**config.mk**
```make
export PLATFORM = sky130hd
export DESIGN_NAME = detector_sequencer
export DESIGN_NICKNAME = d
export VERILOG_FILES = /design/src/rtl/detector_sequencer_pkg.sv /design/src/rtl/detector_sequencer_sat_counter.sv /design/src/rtl/detector_sequencer.sv
export SDC_FILE = /design/constraint.sdc
export NUM_CORES = 1
export LEC_CHECK = 0
export BUFFER_PORTS_ARGS = -buffer_cell sky130_fd_sc_hd__buf_2
export CORE_MARGIN = 4
export CORE_UTILIZATION = 30
export DETAILED_ROUTE_END_ITERATION = 7
export PLACE_DENSITY_LB_ADDON = 0.12
export SYNTH_ARGS = -nofsm -noshare
export SYNTH_HDL_FRONTEND = slang
export SYNTH_SLANG_ARGS = --single-unit
export TNS_END_PERCENT = 1
```
**constraint.sdc**
```tcl
create_clock -name clk -period 5.68 [get_ports clk]
set_input_delay 0.284 -clock clk [delete_from_list [all_inputs] [get_ports clk]]
set_output_delay 0.284 -clock clk [all_outputs]
set_load 0.05 [all_outputs]
```
**src/rtl/detector_sequencer_pkg.sv**
```systemverilog
// Shared types and default parameters for the detector sequencer:
// the run-state enum and the default pattern, counter and drain sizes.
package detector_sequencer_pkg;

  localparam int PAT_W_DEF     = 24;
  localparam int CNT_W_DEF     = 8;
  localparam int DRAIN_CYC_DEF = 2;

  typedef enum logic [2:0] {
    IDLE  = 3'd0,
    CLEAR = 3'd1,
    SHIFT = 3'd2,
    DRAIN = 3'd3,
    DONE  = 3'd4
  } state_t;

endpackage

```
**src/rtl/detector_sequencer_sat_counter.sv**
```systemverilog
// Saturating up-counter with synchronous clear; holds at all-ones
// instead of wrapping.
module sat_counter #(
  parameter int W = 8
) (
  input  logic         clk,
  input  logic         rst,
  input  logic         clear,
  input  logic         inc,
  output logic [W-1:0] count
);

  localparam logic [W-1:0] CNT_MAX = {W{1'b1}};
  localparam logic [W-1:0] CNT_ONE = W'(1);

  // Count register: clear has priority, increments stop at the ceiling.
  always_ff @(posedge clk or posedge rst) begin
    if (rst) begin
      count <= '0;
    end else if (clear) begin
      count <= '0;
    end else if (inc && (count != CNT_MAX)) begin
      count <= count + CNT_ONE;
    end else begin
      count <= count;
    end
  end

endmodule

```
**src/rtl/detector_sequencer.sv**
```systemverilog
// Drives a serial sequence detector through clear / shift / drain phases
// for one latched pattern and counts the detections it reports.
module detector_sequencer
  import detector_sequencer_pkg::*;
#(
  parameter int PAT_W     = PAT_W_DEF,
  parameter int CNT_W     = CNT_W_DEF,
  parameter int DRAIN_CYC = DRAIN_CYC_DEF
) (
  input  logic             clk,
  input  logic             rst,
  input  logic             start,
  input  logic             abort,
  input  logic [PAT_W-1:0] pattern,
  output logic             ready,
  output logic             busy,
  output logic             done,
  output logic [CNT_W-1:0] hit_count,
  output logic             det_rst,
  output logic             det_ena,
  output logic             det_bit,
  input  logic             det_z
);

  localparam int CYC_MAX = (PAT_W > DRAIN_CYC) ? PAT_W : DRAIN_CYC;
  localparam int CYC_W   = $clog2(CYC_MAX + 1);
  localparam logic [CYC_W-1:0] CYC_ONE    = CYC_W'(1);
  localparam logic [CYC_W-1:0] SHIFT_LAST = CYC_W'(PAT_W - 1);
  localparam logic [CYC_W-1:0] DRAIN_LAST = CYC_W'(DRAIN_CYC - 1);

  state_t             state_r, state_s;
  logic [PAT_W-1:0]   shift_r, shift_s;
  logic [CYC_W-1:0]   cyc_r, cyc_s;
  logic               accept_s, inc_s;
  logic               ready_r, busy_r, done_r, det_rst_r, det_ena_r, det_bit_r;
  logic               ready_s, busy_s, done_s, det_rst_s, det_ena_s, det_bit_s;

  assign accept_s = (state_r == IDLE) && start && !abort;
  // A detection seen on the aborting edge is discarded so the count is frozen.
  assign inc_s    = ((state_r == SHIFT) || (state_r == DRAIN)) && det_z && !abort;

  // State, phase counter, shift register and registered outputs.
  always_ff @(posedge clk or posedge rst) begin
    if (rst) begin
      state_r   <= IDLE;
      shift_r   <= '0;
      cyc_r     <= '0;
      ready_r   <= 1'b1;
      busy_r    <= 1'b0;
      done_r    <= 1'b0;
      det_rst_r <= 1'b1;
      det_ena_r <= 1'b0;
      det_bit_r <= 1'b0;
    end else begin
      state_r   <= state_s;
      shift_r   <= shift_s;
      cyc_r     <= cyc_s;
      ready_r   <= ready_s;
      busy_r    <= busy_s;
      done_r    <= done_s;
      det_rst_r <= det_rst_s;
      det_ena_r <= det_ena_s;
      det_bit_r <= det_bit_s;
    end
  end

  // Next state and phase length tracking.
  always_comb begin
    state_s = state_r;
    cyc_s   = cyc_r;
    case (state_r)
      IDLE: begin
        if (accept_s) begin
          state_s = CLEAR;
        end else begin
          state_s = IDLE;
        end
      end
      CLEAR: begin
        if (abort) begin
          state_s = IDLE;
        end else begin
          state_s = SHIFT;
          cyc_s   = '0;
        end
      end
      SHIFT: begin
        if (abort) begin
          state_s = IDLE;
        end else if (cyc_r == SHIFT_LAST) begin
          state_s = (DRAIN_CYC == 0) ? DONE : DRAIN;
          cyc_s   = '0;
        end else begin
          cyc_s = cyc_r + CYC_ONE;
        end
      end
      DRAIN: begin
        if (abort) begin
          state_s = IDLE;
        end else if (cyc_r == DRAIN_LAST) begin
          state_s = DONE;
          cyc_s   = '0;
        end else begin
          cyc_s = cyc_r + CYC_ONE;
        end
      end
      DONE:    state_s = IDLE;
      default: state_s = IDLE;
    endcase
  end

  // Pattern is captured on acceptance and only moves while shifting.
  always_comb begin
    if (accept_s) begin
      shift_s = pattern;
    end else if (state_r == SHIFT) begin
      shift_s = {shift_r[PAT_W-2:0], 1'b0};
    end else begin
      shift_s = shift_r;
    end
  end

  // Outputs decoded from the upcoming state so they land in flops.
  always_comb begin
    ready_s   = 1'b0;
    busy_s    = 1'b1;
    done_s    = 1'b0;
    det_rst_s = 1'b0;
    det_ena_s = 1'b0;
    det_bit_s = 1'b0;
    case (state_s)
      IDLE: begin
        ready_s = 1'b1;
        busy_s  = 1'b0;
      end
      CLEAR:   det_rst_s = 1'b1;
      SHIFT: begin
        det_ena_s = 1'b1;
        det_bit_s = shift_s[PAT_W-1];
      end
      DRAIN:   det_ena_s = 1'b1;
      DONE:    done_s    = 1'b1;
      default: begin
        ready_s = 1'b1;
        busy_s  = 1'b0;
      end
    endcase
  end

  sat_counter #(.W(CNT_W)) u_hits (
    .clk   (clk),
    .rst   (rst),
    .clear (accept_s),
    .inc   (inc_s),
    .count (hit_count)
  );

  assign ready   = ready_r;
  assign busy    = busy_r;
  assign done    = done_r;
  assign det_rst = det_rst_r;
  assign det_ena = det_ena_r;
  assign det_bit = det_bit_r;

endmodule

```
Word level (Yosys, flattened, before mapping)
Index checks and enable logic that the tools add are counted.

Flip-flop bits (word level): 46. Latch bits: 0. Memory bits (writable): 0. ROM bits: 0. Input port bits: 29. Output and inout port bits: 14. Word-level logic and storage cells: 63. Memories: 0.

$add $sub $neg: 2. Multiply operators: 0. Divide/modulo/power cells: 0. Magnitude comparators: 0. Equality and inequality tests: 13. Shifts and indexed selects: 0. Mux-type cells: 23. Bitwise gates (word level): 0. Reduce and logical (&&, ||, !) cells: 14.

Operators by type and width (count): 2-to-1 mux 24 bit (2); 2-to-1 mux 5 bit (5); 2-to-1 mux 8 bit (2); case mux 5 bit (3 select lines) (1); equality test 3 x 2 -> 1 bit, second input constant (4); 2-to-1 mux 3 bit (4); case mux 3 bit (4 select lines) (1); adder 8 x 1 -> 8 bit, second input constant (1); != test 8 bit, second input constant (1); 2-to-1 mux 1 bit (7); equality test 3 x 1 -> 1 bit, second input constant (2); != test 2 bit, second input constant (3); adder 5 x 1 -> 5 bit, second input constant (1); equality test 5 x 1 -> 1 bit, second input constant (1); equality test 5 bit, second input constant (1); logical AND 1 bit (5); AND reduction 4 bit (1); nonzero test 2 bit (2); OR reduction 4 bit (1); equality test 3 bit, second input constant (1); zero test 3 bit (1); nonzero test 3 bit (1); 2-to-1 mux 2 bit (1); OR reduction 2 bit (1); other kinds (2) (2).

Longest topological paths before layout
Word-level depth: 8. Gate-level depth with buffers: 7. Depth with buffers taken out: 6.

Hierarchy
A second synthesis with hierarchy kept.

Cells, all modules: 215. Area total of the unflattened synthesis: 2190.9 sq um.

By module, submodules not included: detector_sequencer (instances 1, cells each 166, area an instance 1686.6 sq um, seq. area each 953.4 sq um); sat_counter (instances 1, cells each 49, area an instance 504.2 sq um, seq. area each 200.2 sq um).

Worst setup path after synthesis
OpenSTA, ideal clock, no wires.

Kind: register -> register. From: register cyc_r[1]. To: register det_bit_r, in the netlist det_bit. Setup time: 137 ps. Arrival time: 1697 ps. Required time: 5543 ps. Slack: 3845 ps. Cell stages (with the launch flop): 8. Buffers on the path: 1. Period minus slack after synthesis: 1835 ps. Cell sequence: dfrtp_1 -> inv_1 -> ha_1 -> or3b_1 -> or3b_1 -> buf_2 -> o21a_1 -> nor3b_1.

Word-level cells in the longest chain between the ends: 6. Elaborated cells on any way between the ends: 9. Classes of those cells: eq/ne (3); mux (6).

RTL lines: from (decl) (RTL line detector_sequencer.sv:33) `logic [CYC_W-1:0] cyc_r, cyc_s;`; from (signal assigned) (RTL line detector_sequencer.sv:57) `cyc_r <= cyc_s;`; equality test 5 x 1 -> 1 bit or equality test 5 bit (tied branches) (RTL line detector_sequencer.sv:100, detector_sequencer.sv:90); 2-to-1 mux 3 bit, on equally long branches (RTL line detector_sequencer.sv:100, detector_sequencer.sv:90); 2-to-1 mux 3 bit, on equally long branches (RTL line detector_sequencer.sv:98, detector_sequencer.sv:88); case mux 3 bit (4 select lines) * (RTL line detector_sequencer.sv:71) `case (state_r)`; via state_s[1] (RTL line detector_sequencer.sv:31) `state_t state_r, state_s;`; equality test 3 x 2 -> 1 bit * (RTL line detector_sequencer.sv:131) `case (state_s)`; 2-to-1 mux 1 bit * (RTL line detector_sequencer.sv:131); via det_bit_s (RTL line detector_sequencer.sv:36) `logic ready_s, busy_s, done_s, det_rst_s, det_ena_s, det_bit_s;`; to (signal assigned) (RTL line detector_sequencer.sv:63) `det_bit_r <= det_bit_s;`; to (decl) (RTL line detector_sequencer.sv:35) `logic ready_r, busy_r, done_r, det_rst_r, det_ena_r, det_bit_r;`.

The timed path passes the listed nets; every way through them passes the cells marked *. A chain may end at the register's enable or synchronous reset.

Worst setup path after layout
From: register state_r[2]. To: register u_hits.count[7].

Word-level cells in the longest chain between the ends: 6. Elaborated cells on any way between the ends: 11. Classes of those cells: eq/ne (2); mux (1); reduce/logical (8).

RTL lines: from (decl) (RTL line detector_sequencer.sv:31); from (signal assigned) (RTL line detector_sequencer.sv:55) `state_r <= state_s;`; equality test 3 x 2 -> 1 bit (RTL line detector_sequencer.sv:40) `assign inc_s = ((state_r == SHIFT) || (state_r == DRAIN)) && det_z && !abort;`; logical OR 1 bit (RTL line detector_sequencer.sv:40); logical AND 1 bit (2 in series) (RTL line detector_sequencer.sv:40); logical AND 1 bit (RTL line detector_sequencer_sat_counter.sv:22) `end else if (inc && (count != CNT_MAX)) begin`; nonzero test 2 bit (no source line); to (signal assigned) (RTL line detector_sequencer_sat_counter.sv:23) `count <= count + CNT_ONE;`; to (signal assigned) (RTL line detector_sequencer_sat_counter.sv:25) `count <= count;`; to (decl) (RTL line detector_sequencer_sat_counter.sv:10) `output logic [W-1:0] count`.

Parallel ways exist; a longest one is shown, timed or not.

==> flow_summary.ini <==
[worst_setup_path]
worst-endpoint-arrival_ps = 2400
top_fanout_value_on_the_critical_path = 8
timing.critical_path.to_type = register
worst_setup_path_start_kind = register
worst-setup-path-type = reg -> reg
cp.required_ps = 5900

[yosys]
synth.net_count = 246
syn-cell-area_um2 = 2080
synth_common_cells = sky130_fd_sc_hd__nand2_1 (49), sky130_fd_sc_hd__dfrtp_1 (44), sky130_fd_sc_hd__a22oi_1 (22)
synth_async_sr_flop_share_pct = 100
synth_most_common_cell = sky130_fd_sc_hd__nand2_1
synthFlopType = sky130_fd_sc_hd__dfrtp_1
distinct_cell_type_count_after_synthesis = 37
synth-seq-cells = 46
yosys_top_cell_by_area = sky130_fd_sc_hd__dfrtp_1
seq_area_frac_synth_pct = 55.5
ys_top_cells_by_area = sky130_fd_sc_hd__dfrtp_1 (53%), sky130_fd_sc_hd__nand2_1 (8.9%), sky130_fd_sc_hd__a22oi_1 (8.0%)
gate_count_after_technology_mapping = 214
post_synth_top_area_share_pct = 53.0
synth-edff-count = 0
synth_area_per_cell_um2 = 9.71
number_of_warning_messages_in_the_yosys_log = 0

[clocking]
clock-root-buffer = sky130_fd_sc_hd__clkbuf_8
clk_latency_ps = 290
cts_post_setup_buffers_inserted = 0
clock_sinks = 46
path_clk_slew_ps = 90
post_cts_hold_buffer_count = 0
cts_buffer_depth = 2
cts-buffers-inserted = 5
cts_tree = done
ctsResizeCount = 0
h_tree_levels = 2

[floorplan]
core_region_area_um2 = 6760
die_extent_in_x_um = 91.2
number_of_i_o_pins = 43
dieArea_um2 = 8320
num_rows = 30
initial_utilization_pct = 30.7
die_height_um = 91.2

[timing]
setup_violations = 0
tightest_slew_ps = 1070
report.final.slew_viol_count = 0
post-route-min-period_ps = 2180
timing_hold_violations_final = 0
setup_tns_ps = 0
final_worst_path_cycle_share_pct = 38.4
fin_worst_skew_ps = 8.17
fmaxAchievable_mhz = 459
grt_setup_unrepaired = no
timing.slew.headroom_pct = 27.6

[place]
placement.cell_area_um2 = 2360
place_congestion = 0.731
hpwlAfterDp_um = 3160
io_buffer_count = 42
place_inst = 327

[layout]
num_antenna_cells = 0
design.final.nets = 286
final_design_area_excluding_fillers_um2 = 2450
stdcell_count = 335
drive_gt1_share_pct = 22.4
layout-area-overhead-vs-synth_pct = 17.8

[flow_run]
cap_violations = 0

[grt]
grt_max_degree = 47
grt_antenna_before_repair = 0
grt-ovfl-total = 0
global_route_wire_length_before_repair_um = 8070
grt.total_usage_pct = 12.0
number_of_global_route_vias_before_repair = 1694

[power_and_ir_drop]
static-leakage-power_nw = 1.19
design_power_total_uw = 758
power.density_cell_area_nw_per_um2 = 310
vdd_ir_drop_max_mv = 0.126

[routing]
route.detailed.drc = 0
drt-vias-per-instance = 5.02
detailedRoute.firstPassIterationCount = 4
detailedRoute.firstIterationViolations = 83
routed-via-count = 1682
post_drt_wl_per_cell_um = 13.8
routed_wirelength_um = 4630
drt.antenna.violating_nets = 0

[worst_hold_path]
min_path_type = in -> async

[outcome]
status = complete, no violations
stage by stage:
step / setup slack [ps] / hold slack, ps / util [%]
after floorplan: 3850 / 357 / -
after detailed placement: 3560 / 463 / 34.9
after CTS: 3530 / 210 / 36.2
after global routing: 3240 / 222 / 36.2
final: 3500 / 202 / 36.2
after global placement: 3580 / 458 / 34.9
final timing paths:
| kind | from | end | slack [ps] | cells after the start |
|---|---|---|---|---|
| setup / recovery | state_r[2]$_DFF_PP0_ | u_hits.count[7]$_DFFE_PP0P_ | 3500 | 4 |
| hold / removal | rst | shift_r[9]$_DFFE_PP0P_ | 200 | 2 |
| setup reg to reg | state_r[2]$_DFF_PP0_ | u_hits.count[7]$_DFFE_PP0P_ | 3500 | 4 |
| hold reg to reg | shift_r[10]$_DFFE_PP0P_ | shift_r[10]$_DFFE_PP0P_ | 480 | 2 |
| max in group asynchronous | rst | cyc_r[1]$_DFFE_PP0P_ | 4870 | 2 |
| min in group clk | pattern[0] | shift_r[0]$_DFFE_PP0P_ | 220 | 3 |
routing by layer:
metal / vias to the layer above / wire length [um] / global-route usage [%]
met5: - / 0 / 0
met4: 0 / 51 / 4.15
met3: 4 / 230 / 3.15
met2: 34 / 2230 / 20.2
met1: 803 / 2120 / 14.8
li1: 841 / - / -
critical path, cell delays in order, from the launching register on:
cell                       delay [ps]
sky130_fd_sc_hd__dfrtp_1          440
sky130_fd_sc_hd__nor4bb_1         930
sky130_fd_sc_hd__nand3_1          190
sky130_fd_sc_hd__or3_1            400
sky130_fd_sc_hd__a21oi_1          150
cell usage in the layout, fill, tap and decap left out, types with 6 or more instances in the layout:
cell	n
sky130_fd_sc_hd__o21ai_1	8
sky130_fd_sc_hd__clkbuf_8	6
sky130_fd_sc_hd__dfrtp_1	44
sky130_fd_sc_hd__nor2_1	9
sky130_fd_sc_hd__a21oi_1	6
sky130_fd_sc_hd__a22oi_1	22
sky130_fd_sc_hd__o21ai_0	6
sky130_fd_sc_hd__nand2_1	49
sky130_fd_sc_hd__buf_2	42
sky130_fd_sc_hd__nand3_1	10
sequential cells by signal, indices dropped and copies added (netlist names):
| register | count |
|---|---|
| ready | 1 |
| u_hits.count | 8 |
| shift_r | 24 |
| state_r | 3 |
| det_ena | 1 |
| cyc_r | 5 |
| det_bit | 1 |
| busy | 1 |
| done | 1 |
| det_rst | 1 |
cell families after synthesis:
| group | Yosys count | synth area share [%] |
|---|---|---|
| XOR/XNOR | 1 | 0.422 |
| adder cells (fa/ha/maj) | 3 | 1.81 |
| AND/OR/NAND/NOR | 91 | 20.5 |
| AO/OA/AOI/OAI | 53 | 17.1 |
| buffers and inverters | 18 | 3.61 |
| flip-flops | 46 | 55.5 |
| multiplexers | 2 | 0.964 |
final cells by class:
cell class / instances / area, um^2
Clock buffer: 7 / 86.3
Fill cell: 694 / 4310
Sequential cell: 46 / 1150
Inverter: 8 / 30.0
Timing Repair Buffer: 43 / 218
Clock inverter: 1 / 5.00
Multi-Input combinational cell: 150 / 855
Tap cell: 80 / 100
report_power, final:
part	internal [mW]	total, mW	switching [mW]
Clock	0.0983	0.204	0.105
Combinational	0.0487	0.135	0.0859
Sequential	0.386	0.420	0.0341
Total	0.533	0.758	0.225
Note: power is estimated with default switching activity, not from simulation.
